===== config.mk =====
export PLATFORM = sky130hd
export DESIGN_NAME = da2dac
export DESIGN_NICKNAME = d
export VERILOG_FILES = /design/src/rtl/da2dac.sv
export SDC_FILE = /design/constraint.sdc
export NUM_CORES = 1
export LEC_CHECK = 0
export CAP_MARGIN = 5
export CORE_MARGIN = 2
export CORE_UTILIZATION = 45
export CTS_BUF_LIST = sky130_fd_sc_hd__clkbuf_16
export DETAILED_ROUTE_END_ITERATION = 6
export PLACE_DENSITY = 0.75
export SLEW_MARGIN = 20
export SYNTH_ARGS = -nofsm -noshare
export SYNTH_HDL_FRONTEND = slang
export SYNTH_SLANG_ARGS = --single-unit

===== constraint.sdc =====
create_clock -name dacclk -period 3.35 [get_ports dacclk]
set_clock_uncertainty 0.05 [all_clocks]
set_input_delay 0.8375 -clock dacclk [delete_from_list [all_inputs] [get_ports dacclk]]
set_output_delay 0.8375 -clock dacclk [all_outputs]
set_load 0.005 [all_outputs]

===== src/rtl/da2dac.sv =====
// da2dac - serializer for the PmodDA2 (two DAC121S101 chips).
//
// Accepts one 12-bit sample plus a 2-bit power-down command over the
// dacdav/davdac four-phase handshake. It then shifts the 16-bit frame
// {2'b00, cmd, data} out MSB first on the shared SYNC/SCLK lines and on
// the per-chip data lines. SCLK is derived from dacclk by a divider of
// 2*HALFDIV and idles high. Data changes only while SCLK is high, and the
// DACs sample on the falling edge.
//
// Optional build macro: DA2_MIRROR_EN
//   defined     : dac1d follows dac0d, so both chips output the same sample.
//   not defined : chip 1 gets {2'b00, 2'b11, 12'h000} (high-impedance
//                 power-down) during every frame and is held low between
//                 frames.
module da2dac #(
  parameter int HALFDIV = 1,
  parameter int GAP     = 2
) (
  input  logic        dacclk,
  input  logic        resetn,
  input  logic        dacdav,
  output logic        davdac,
  input  logic [11:0] dacdata,
  input  logic [1:0]  daccmd,
  output logic        dacsck,
  output logic        dacsync,
  output logic        dac0d,
  output logic        dac1d
);

  // Divider counts 0..HALFDIV-1. The gap counter counts GAP SCLK periods
  // of idle time with SYNC high.
  localparam int GAPCYC = GAP * 2 * HALFDIV;
  localparam int DW     = (HALFDIV > 1) ? $clog2(HALFDIV) : 1;
  localparam int GW     = (GAPCYC > 1) ? $clog2(GAPCYC) : 1;

  localparam logic [DW-1:0] DIV_LAST = DW'(HALFDIV - 1);
  localparam logic [DW-1:0] DIV_ONE  = DW'(1);
  localparam logic [GW-1:0] GAP_LAST = GW'(GAPCYC - 1);
  localparam logic [GW-1:0] GAP_ONE  = GW'(1);

  typedef enum logic [1:0] {
    ST_IDLE  = 2'b00,
    ST_SHIFT = 2'b01,
    ST_WAIT  = 2'b10
  } state_t;

  state_t        state_r, state_s;
  logic [DW-1:0] div_r,   div_s;
  logic [GW-1:0] gap_r,   gap_s;
  logic [3:0]    bit_r,   bit_s;
  logic [15:0]   word_r,  word_s;
  logic          sck_r,   sck_s;
  logic          sync_r,  sync_s;
  logic          ack_r,   ack_s;
  logic          d0_r,    d0_s;
  logic          d1_r,    d1_s;

  // Next-state logic: handshake, SCLK divider, bit counter and frame sequencing.
  always_comb begin
    state_s = state_r;
    div_s   = div_r;
    gap_s   = gap_r;
    bit_s   = bit_r;
    word_s  = word_r;
    sck_s   = sck_r;
    sync_s  = sync_r;

    // The acknowledge clears on the first cycle the request is seen low,
    // whatever the frame sequencer is doing.
    if (dacdav == 1'b0) begin
      ack_s = 1'b0;
    end else begin
      ack_s = ack_r;
    end

    case (state_r)
      ST_IDLE: begin
        sck_s  = 1'b1;
        sync_s = 1'b1;
        div_s  = '0;
        gap_s  = '0;
        // A request is new only when the previous one has been released
        // (ack low). A request held high therefore cannot retrigger a frame.
        if ((dacdav == 1'b1) && (ack_r == 1'b0)) begin
          word_s  = {2'b00, daccmd, dacdata};
          bit_s   = 4'd15;
          ack_s   = 1'b1;
          sync_s  = 1'b0;
          state_s = ST_SHIFT;
        end else begin
          bit_s   = 4'd0;
        end
      end

      ST_SHIFT: begin
        gap_s = '0;
        if (div_r == DIV_LAST) begin
          div_s = '0;
          sck_s = ~sck_r;
          if (sck_r == 1'b0) begin
            // This is a rising SCLK edge. It ends the current bit: advance,
            // or close the frame after bit 0.
            if (bit_r == 4'd0) begin
              sync_s  = 1'b1;
              state_s = ST_WAIT;
            end else begin
              bit_s   = bit_r - 4'd1;
            end
          end else begin
            // Falling edge: the DACs sample here, so the data stays put.
            bit_s = bit_r;
          end
        end else begin
          div_s = div_r + DIV_ONE;
        end
      end

      ST_WAIT: begin
        sck_s  = 1'b1;
        sync_s = 1'b1;
        div_s  = '0;
        if (gap_r == GAP_LAST) begin
          gap_s   = '0;
          state_s = ST_IDLE;
        end else begin
          gap_s   = gap_r + GAP_ONE;
        end
      end

      default: begin
        state_s = ST_IDLE;
        sck_s   = 1'b1;
        sync_s  = 1'b1;
        div_s   = '0;
        gap_s   = '0;
        bit_s   = 4'd0;
      end
    endcase
  end

  // Chip 0 data: the bit selected by the next bit counter while the frame is open, low otherwise.
  always_comb begin
    if (sync_s == 1'b0) begin
      d0_s = word_s[bit_s];
    end else begin
      d0_s = 1'b0;
    end
  end

`ifdef DA2_MIRROR_EN
  // Chip 1 carries exactly the same serial stream as chip 0.
  always_comb begin
    d1_s = d0_s;
  end
`else
  localparam logic [15:0] PD_WORD = 16'h3000;

  // Chip 1 shifts the high-impedance power-down word in step with chip 0; low between frames.
  always_comb begin
    if (sync_s == 1'b0) begin
      d1_s = PD_WORD[bit_s];
    end else begin
      d1_s = 1'b0;
    end
  end
`endif

  // State and output registers. Reset forces the idle line levels immediately.
  always_ff @(posedge dacclk or negedge resetn) begin
    if (!resetn) begin
      state_r <= ST_IDLE;
      div_r   <= '0;
      gap_r   <= '0;
      bit_r   <= 4'd0;
      word_r  <= 16'h0000;
      sck_r   <= 1'b1;
      sync_r  <= 1'b1;
      ack_r   <= 1'b0;
      d0_r    <= 1'b0;
      d1_r    <= 1'b0;
    end else begin
      state_r <= state_s;
      div_r   <= div_s;
      gap_r   <= gap_s;
      bit_r   <= bit_s;
      word_r  <= word_s;
      sck_r   <= sck_s;
      sync_r  <= sync_s;
      ack_r   <= ack_s;
      d0_r    <= d0_s;
      d1_r    <= d1_s;
    end
  end

  assign davdac  = ack_r;
  assign dacsck  = sck_r;
  assign dacsync = sync_r;
  assign dac0d   = d0_r;
  assign dac1d   = d1_r;

endmodule


# After elaboration in Yosys (flattened, before gate mapping)
# Memories as Yosys holds them, arrays and structs flattened.
# Index checks and enable logic that the tools add are counted.
op_classes:
  addsub: 3
  order_cmp: 1
  n_eq_ne: 8
  muxes: 32
  bitwise: 2
  n_reduce_logical: 4
ops:
  columns: ["cell", "n"]
  rows:
  - ["16-bit 2-to-1 mux", 2]
  - ["4-bit 2-to-1 mux", 4]
  - ["1-bit 2-to-1 mux", 15]
  - ["2-bit 2-to-1 mux", 7]
  - ["4-bit case mux with 3 select lines", 1]
  - ["2-bit inequality test, second input constant", 5]
  - ["2-bit case mux with 3 select lines", 1]
  - ["4-bit by 5-bit less-than comparator with 1-bit output, second input constant", 1]
  - ["5-bit AND reduction", 1]
  - ["1-bit binary-select mux with 4-bit select", 1]
  - ["2-bit equality test, second input constant", 2]
  - ["4-bit zero test", 1]
  - ["4-bit by 1-bit subtractor with 4-bit output, second input constant", 1]
  - ["2-bit by 1-bit adder with 2-bit output, second input constant", 1]
  - ["2-bit by 1-bit equality test with 1-bit output, second input constant", 1]
  - ["2-bit zero test", 1]
  - ["1-bit NOT", 2]
  - ["1-bit case mux with 2 select lines", 1]
  - ["1-bit adder, second input constant", 1]
  - ["1-bit logical AND", 1]
totals:
  ff_bits: 30
  romBits: 16
  in_bits: 17
  out_inout_bits: 5
  elab_cells: 61
  memories: 1
memory_table:
  columns: ["name", "depth", "word_bits", "read_ports", "rd_ports_with_merged_regs", "wr", "line_no", "text"]
  rows:
  - ["(name not given)", 16, 1, 1, 0, 0, "162", "d1_s = PD_WORD[bit_s];"]

# Logic depth before layout (Yosys ltp)
# Gate-level depths: netlist (run 1).
depth:
  ltp_word: 8
  mapped_depth: 10
  ltp_nobuf: 10

# Least setup slack after synthesis (run 1)
# Ideal clock, no wire load.
synth_path:
  path_kind: "input port to flip-flop"
  start: "input port dacdav"
  end: "register d0_r, in the netlist dac0d"
  setup_time_ns: 0.111
  t_arrival_ns: 2.386
  t_required_ns: 3.189
  slack_ns: 0.802
  cell_stages: 7
  n_path_buf: 2
  path_cell_list: "nor4b_2 buf_2 a221o_1 clkbuf_1 mux2i_1 mux2i_1 a2111oi_2"
synth_between:
  elab_chain_len: 6
  word_cells_on_any_way: 10
  classes_between: "mux (9); reduce/logical (1)"
synth_rtl:
  columns: ["element", "line_no", "text"]
  rows:
  - ["start: declaration", "21", "input logic dacdav,"]
  - ["1-bit logical AND", "85", "if ((dacdav == 1'b1) && (ack_r == 1'b0)) begin"]
  - ["4-bit 2-to-1 mux", "85", null]
  - ["4-bit case mux with 3 select lines", "77", "case (state_r)"]
  - ["net bit_s[0]", "51", "logic [3:0] bit_r, bit_s;"]
  - ["1-bit binary-select mux with 4-bit select", "145", "d0_s = word_s[bit_s];"]
  - ["1-bit 2-to-1 mux (implied by the code)", "145", null]
  - ["1-bit 2-to-1 mux", "144", "if (sync_s == 1'b0) begin"]
  - ["net d0_s", "56", "logic d0_r, d0_s;"]
  - ["end signal: assignment", "191", "d0_r <= d0_s;"]
  - ["end: declaration", "56", null]
# The timed path passes the listed nets, and every way through them passes these cells. The select of a mux whose other input is x is not followed.
# A chain may end at the register's enable or synchronous reset.

# Final worst setup path (run 1)
layout_path:
  start: "input port dacdav"
  end: "register d0_r, in the netlist dac0d"
layout_between:
  elab_chain_len: 6
  word_cells_on_any_way: 10
  classes_between: "mux (9); reduce/logical (1)"
layout_rtl:
  columns: ["element", "line_no"]
  rows:
  - ["1-bit logical AND *", "85"]
  - ["4-bit 2-to-1 mux or 16-bit 2-to-1 mux (tied branches)", "85"]
  - ["4-bit case mux with 3 select lines or 16-bit 2-to-1 mux (tied branches)", "77"]
  - ["1-bit binary-select mux with 4-bit select", "145"]
  - ["1-bit 2-to-1 mux (implied by the code)", "145"]
  - ["1-bit 2-to-1 mux *", "144"]
  - ["net d0_s", "56"]
# The timed path passes the listed nets; every way through them passes the cells marked *. The select of a mux whose other input is x is not followed.

==> impl_metrics.json, run 1 <==
{
  "clock_latency_ns": 0.27,
  "ys.flop_type": "dfrtp_1",
  "cts_buffers": 5,
  "fp-row-count": 19,
  "cts_resized": 0,
  "yosysTopAreaCell": "dfrtp_1",
  "ir_drop_mv": 0.672,
  "yosys_register_bits": 29,
  "grt_pass1_vias": 989,
  "p_leak_nw": 0.805,
  "path_clk_slew_ns": 0.05,
  "num_vias": 914,
  "worstMarginPinSlew_ns": 0.577,
  "seq_area_frac_synth_pct": 54.4,
  "hold_viol_final": 0,
  "antenna_found_initial": 0,
  "worstPathRequired_ns": 3.42,
  "totalWireLength_mm": 2.66,
  "cp-end-kind": "flip-flop",
  "drv_cap": 0,
  "cts_sinks": 29,
  "syn_avg_cell_area_sq_um": 12.7,
  "drtPass1Iterations": 4,
  "drtAntennaViolNets": 0,
  "port_buffers": 21,
  "dpl.hpwl_mm": 1.96,
  "critical_path.startpoint_type": "primary input",
  "synth_edf_count": 0,
  "fp.coreArea_sq_um": 2780,
  "die_y_microns": 58.5,
  "grt_max_degree": 30,
  "rsz0062_at_grt": "no",
  "place.gp.congestion": 0.754,
  "drcViolationCount": 0,
  "die_w_microns": 58.5,
  "timing.rr.start": "bit_r[2]$_DFF_PN0_",
  "ys.warnings.count": 0,
  "cp_max_fo": 9,
  "period_needed_ns": 2.78,
  "cts_setup_buffers": 0,
  "final_layout_size_suffix_gt1_share_pct": 23.1,
  "fin_setup_tns_ns": 0,
  "holdCritStartpoint": "gap_r[0]$_DFF_PN0_",
  "ctsLongestPathBuffers": 2,
  "fin_nets": 152,
  "diodes": 0,
  "status": "completed",
  "fmax_mhz": 360,
  "grt_remaining_overflow": 0,
  "r2r_slack_ns": 0.76,
  "drtIter0Drc": 34,
  "synth_nets": 124,
  "wire_per_inst_microns": 16.1,
  "instances_no_fill": 165,
  "synth_top_cells_by_count": "27 x dfrtp_1, 15 x mux2_2, 10 x mux2i_1",
  "htree_num_levels": 2,
  "synth_area_leaders": "dfrtp_1 51%, mux2_2 13%, mux2i_1 7.5%",
  "final_max_slew_viol_count": 0,
  "setup_viol_count_final": 0,
  "cts_tree": "done",
  "async_flop_share_pct": 100,
  "vias_per_cell": 5.54,
  "placed_cells": 157,
  "crit_type": "primary input to flip-flop",
  "synth.distinct_cells": 30,
  "start_util_pct": 48.1,
  "syn2layout_area_growth_pct": 30.7,
  "io_pins": 22,
  "root_buffer": "clkbuf_16",
  "arrival_ns": 2.85,
  "max-slew-margin-rel_pct": 61.3,
  "grt_usage_pct": 18.7,
  "whs_ns": 0.396,
  "yosysMostFrequentCell": "dfrtp_1",
  "grt_pass1_wl_mm": 4.57,
  "period_share_pct": 83.0,
  "floorplan.die_area_sq_um": 3420,
  "power.density_nw_per_um2": 1020,
  "final_util_pct": 62.8,
  "hold_buffers": 0,
  "hold_path_class": "flip-flop to flip-flop",
  "syn_inst": 105,
  "startpoint": "dacdav",
  "synth.top_cell.area_share_pct": 50.5,
  "synth_area_sq_um": 1340
}
## power breakdown
part           internal, mW  total, mW  switching (mW)
combinational         0.399      0.778           0.379
sequential            0.505      0.602          0.0974
clock                 0.266      0.408           0.143
## cell families after synthesis
logic type / count (synthesis) / share of synthesized area [%]
adders and majority gates: 2 / 1.87
and+or+nand+nor: 26 / 11.1
muxes: 26 / 21.2
xor gates and xnor gates: 1 / 0.655
DFF: 29 / 54.4
buffers and inverters: 9 / 2.90
AOI/OAI and AO/OA: 12 / 7.77
## flip-flops by register name, summed over array words and instances, names as in the netlist, 2 cells and up
| signal | cells |
|---|---|
| word_r | 16 |
| bit_r | 4 |
| gap_r | 2 |
| state_r | 2 |
## worst paths after layout
path | end | cells past startpoint
max | dac0d$_DFF_PN0_ | 9
min | gap_r[0]$_DFF_PN0_ | 1
max reg2reg | dac0d$_DFF_PN0_ | 7
min reg2reg | gap_r[0]$_DFF_PN0_ | 1
max in group asynchronous | dacsync$_DFF_PN1_ | 2
min in group asynchronous | gap_r[1]$_DFF_PN0_ | 2
## per-layer routing
layer	global-route usage, %	wire, microns
met1	19.9	1030
met2	33.5	1460
met3	7.25	127
met4	5.98	41
met5	0	0
## worst max-delay path, cell delays in order
cell	delay (ns)
clkdlybuf4s50_1	0.42
nor4b_4	0.15
a21o_1	0.17
a311oi_2	0.27
buf_4	0.26
mux2i_1	0.20
nor2_1	0.07
a2111oi_2	0.38
a2111oi_2	0.08
## layout make-up
type	instances	area (sq um)
sequential	29	728
inverter	5	18.8
multi-input combinational	67	586
tap	31	38.8
clock inverter	3	11.3
timing repair buffer	25	240
clock buffer	5	125
fill	224	1030
## metrics by stage
stage               power [mW]  setup WS [ns]  cell area, sq um
floorplan                 1.16          0.802              1340
global placement          1.34          0.354              1610
detailed placement        1.39          0.276              1610
CTS                       1.81          0.553              1750
global route              1.92          0.408              1750
finish                    1.79          0.571              1750
## placed cells by master, fill, tap and decap left out
cell type,n
and2_1,1
a21oi_1,2
clkbuf_16,5
clkinv_1,1
a311oi_2,1
nor4_1,1
nor2b_1,4
clkdlybuf4s50_1,21
o21a_1,1
buf_4,4
o22ai_1,1
a211oi_1,2
nand2_1,3
dfstp_2,2
mux2i_1,10
inv_1,7
nor4b_4,1
xnor2_1,1
a21o_1,1
or4_1,1
mux2_2,15
nor3_1,2
mux2_4,1
a221oi_1,1
nor4bb_1,1
a221o_1,1
ha_1,2
dfrtp_1,27
nand2b_1,5
a2111oi_2,2
nor2_1,7
No activity file was read; power rests on OpenSTA's default activity.
==> run 2: changes to the inputs <==
--- a/config.mk
+++ b/config.mk
@@ -10,7 +10,7 @@
 export CORE_UTILIZATION = 45
 export CTS_BUF_LIST = sky130_fd_sc_hd__clkbuf_16
 export DETAILED_ROUTE_END_ITERATION = 6
-export PLACE_DENSITY = 0.75
+export PLACE_DENSITY = 0.78
 export SLEW_MARGIN = 20
 export SYNTH_ARGS = -nofsm -noshare
 export SYNTH_HDL_FRONTEND = slang
==> constraint.sdc (replaced) <==
create_clock -name dacclk -period 2.3 [get_ports dacclk]
set_clock_uncertainty 0.05 [all_clocks]
set_input_delay 0.575 -clock dacclk [delete_from_list [all_inputs] [get_ports dacclk]]
set_output_delay 0.575 -clock dacclk [all_outputs]
set_load 0.005 [all_outputs]
==> run 2 against run 1 <==
  * The flow now finishes with violations (setup timing)
  * Total power up 71%
  * Clock power is 51% higher
  * Combinational power up 100%
  * Critical path depth shrank 2
  * Clock-buffer cell count stayed put
  * Worst hold slack got worse by 0.0037 ns
  * Non-clock buffer count grew 20
  * Utilization increased by 7.2 points
  * Critical path type is now flip-flop to flip-flop
==> impl_metrics.json, run 2 (synthesized netlist as in run 1, its figures left out) <==
{
  "fmax_mhz": 411,
  "place.gp.congestion": 0.779,
  "setup_viol_count_final": 1,
  "start_util_pct": 48.1,
  "grt_usage_pct": 19.5,
  "r2r_slack_ns": -0.13,
  "holdCritStartpoint": "gap_r[0]$_DFF_PN0_",
  "antenna_found_initial": 0,
  "hold_path_end": "gap_r[0]$_DFF_PN0_",
  "layout_commonest_cell": "dfrtp_1",
  "cts_sinks": 29,
  "violations": "setup timing",
  "fp-row-count": 19,
  "hold_depth": 1,
  "drtPass1Iterations": 4,
  "hold_viol_final": 0,
  "grt_pass1_wl_mm": 4.69,
  "fp.coreArea_sq_um": 2780,
  "grt_max_degree": 30,
  "vias_per_cell": 5.19,
  "regToRegEndpoint": "dac0d$_DFF_PN0_",
  "htree_num_levels": 2,
  "path_clk_slew_ns": 0.05,
  "clock_latency_ns": 0.27,
  "drv_cap": 0,
  "dpl.hpwl_mm": 2.07,
  "worst-r2r-cell-count": 7,
  "die_y_microns": 58.5,
  "grt_remaining_overflow": 0,
  "hold_buffers": 0,
  "grt_pass1_vias": 1057,
  "power.density_nw_per_um2": 1570,
  "port_buffers": 21,
  "rsz0062_at_grt": "yes",
  "syn2layout_area_growth_pct": 45.7,
  "num_vias": 961,
  "hold_path_class": "flip-flop to flip-flop",
  "cp-end-kind": "flip-flop",
  "cp_max_fo": 6,
  "drtIter0Drc": 21,
  "p_leak_nw": 0.909,
  "totalWireLength_mm": 2.78,
  "reg_top3": "word_r: 16 flops, bit_r: 4 flops",
  "critical_path.startpoint_type": "flip-flop",
  "worstMarginPinSlew_ns": 0.354,
  "root_buffer": "clkbuf_16",
  "max-slew-margin-rel_pct": 76.4,
  "setup_ws_ns": -0.132,
  "status": "complete, but fails checks",
  "wire_per_inst_microns": 15.0,
  "cts_tree": "done",
  "diodes": 0,
  "final_layout_size_suffix_gt1_share_pct": 37.0,
  "cts_setup_buffers": 0,
  "largest_register": "word_r",
  "floorplan.die_area_sq_um": 3420,
  "period_needed_ns": 2.43,
  "final_cell_mix": "27 x dfrtp_1, 21 x buf_4, 20 x clkdlybuf4s50_1",
  "ir_drop_mv": 1.07,
  "worstPathRequired_ns": 2.40,
  "io_pins": 22,
  "total_power_mw": 3.06,
  "largest_reg_flops": 16,
  "ctsLongestPathBuffers": 2,
  "die_w_microns": 58.5,
  "drtAntennaViolNets": 0,
  "timing.rr.start": "bit_r[1]$_DFF_PN0_",
  "fin_nets": 172,
  "final_max_slew_viol_count": 0,
  "crit_type": "flip-flop to flip-flop",
  "drcViolationCount": 0,
  "cts_buffers": 5,
  "period_share_pct": 106,
  "arrival_ns": 2.53,
  "fin_setup_tns_ns": -0.132
}
run 2: changes by cell type in the layout (fill, tap and decap cells not counted), moves of 2 or more:
cell | previous run | this run
buf_4 | 4 | 21
buf_6 | 0 | 2
clkinv_2 | 0 | 2
inv_1 | 7 | 5
run 2: timing repair:
action	4_1_cts	5_1_grt
gates resized for setup	5	1
pin swaps	1	0
endpoints found under the setup margin	1	1
cloned	0	0
run 2: worst max path at each step:
stage | startpoint | end | slack, ns | cells after the start
floorplan | bit_r[1]$_DFF_PN0_ | dac0d$_DFF_PN0_ | 0.02 | 6
global placement | dacdav | dac0d$_DFF_PN0_ | -0.40 | 7
detailed placement | dacdav | dac0d$_DFF_PN0_ | -0.46 | 7
CTS | bit_r[1]$_DFF_PN0_ | dac0d$_DFF_PN0_ | -0.14 | 7
global route | bit_r[1]$_DFF_PN0_ | dac0d$_DFF_PN0_ | -0.25 | 9
finish | bit_r[1]$_DFF_PN0_ | dac0d$_DFF_PN0_ | -0.13 | 7
run 2: stage by stage:
| step | cells | area, sq um | hold WS (ns) | utilization [%] | setup WS, ns |
|---|---|---|---|---|---|
| 2_1_floorplan | 105 | 1350 | 0.229 | - | 0.0205 |
| 3_3_place_gp | 177 | 1790 | 0.378 | 64.2 | -0.405 |
| 3_5_place_dp | 177 | 1790 | 0.393 | 64.2 | -0.456 |
| 4_1_cts | 185 | 1950 | 0.399 | 70.0 | -0.141 |
| 5_1_grt | 185 | 1950 | 0.423 | 70.1 | -0.246 |
| 6_report | 185 | 1950 | 0.392 | 70.1 | -0.132 |
run 2: cell type report:
cell class / instances / area, sq um
inverter: 5 / 18.8
clock buffer: 5 / 125
fill: 217 / 832
clock inverter: 3 / 17.5
tap: 31 / 38.8
sequential: 29 / 728
timing repair buffer: 45 / 409
multi-input combinational: 67 / 612
run 2: worst max-delay path, stage by stage, from the launching register on:
cell       delay (ns)
dfrtp_1          0.38
or4_4            0.56
buf_6            0.13
a311oi_2         0.21
buf_4            0.22
mux2_4           0.33
a2111oi_4        0.35
a2111oi_2        0.08
run 2: metal layers:
layer  GRT usage (%)  part of all wire [%]  vias to the layer above
met5               0                     0                        -
met3            6.59                   5.1                        6
met4            8.64                   1.8                        0
met1            20.5                    39                      463
met2            35.0                    54                       22
li1                -                     -                      470
run 2: report_power, final:
group / internal, mW / switching [mW]
Sequential: 0.734 / 0.118
Combinational: 0.900 / 0.691
Clock: 0.395 / 0.221
==> run 3: changes to the inputs <==
--- a/config.mk
+++ b/config.mk
@@ -15,3 +15,4 @@
 export SYNTH_ARGS = -nofsm -noshare
 export SYNTH_HDL_FRONTEND = slang
 export SYNTH_SLANG_ARGS = --single-unit
+export TNS_END_PERCENT = 50
==> results of run 3 <==
Same layout as run 2: the final DEF is identical, and so are final timing and power.
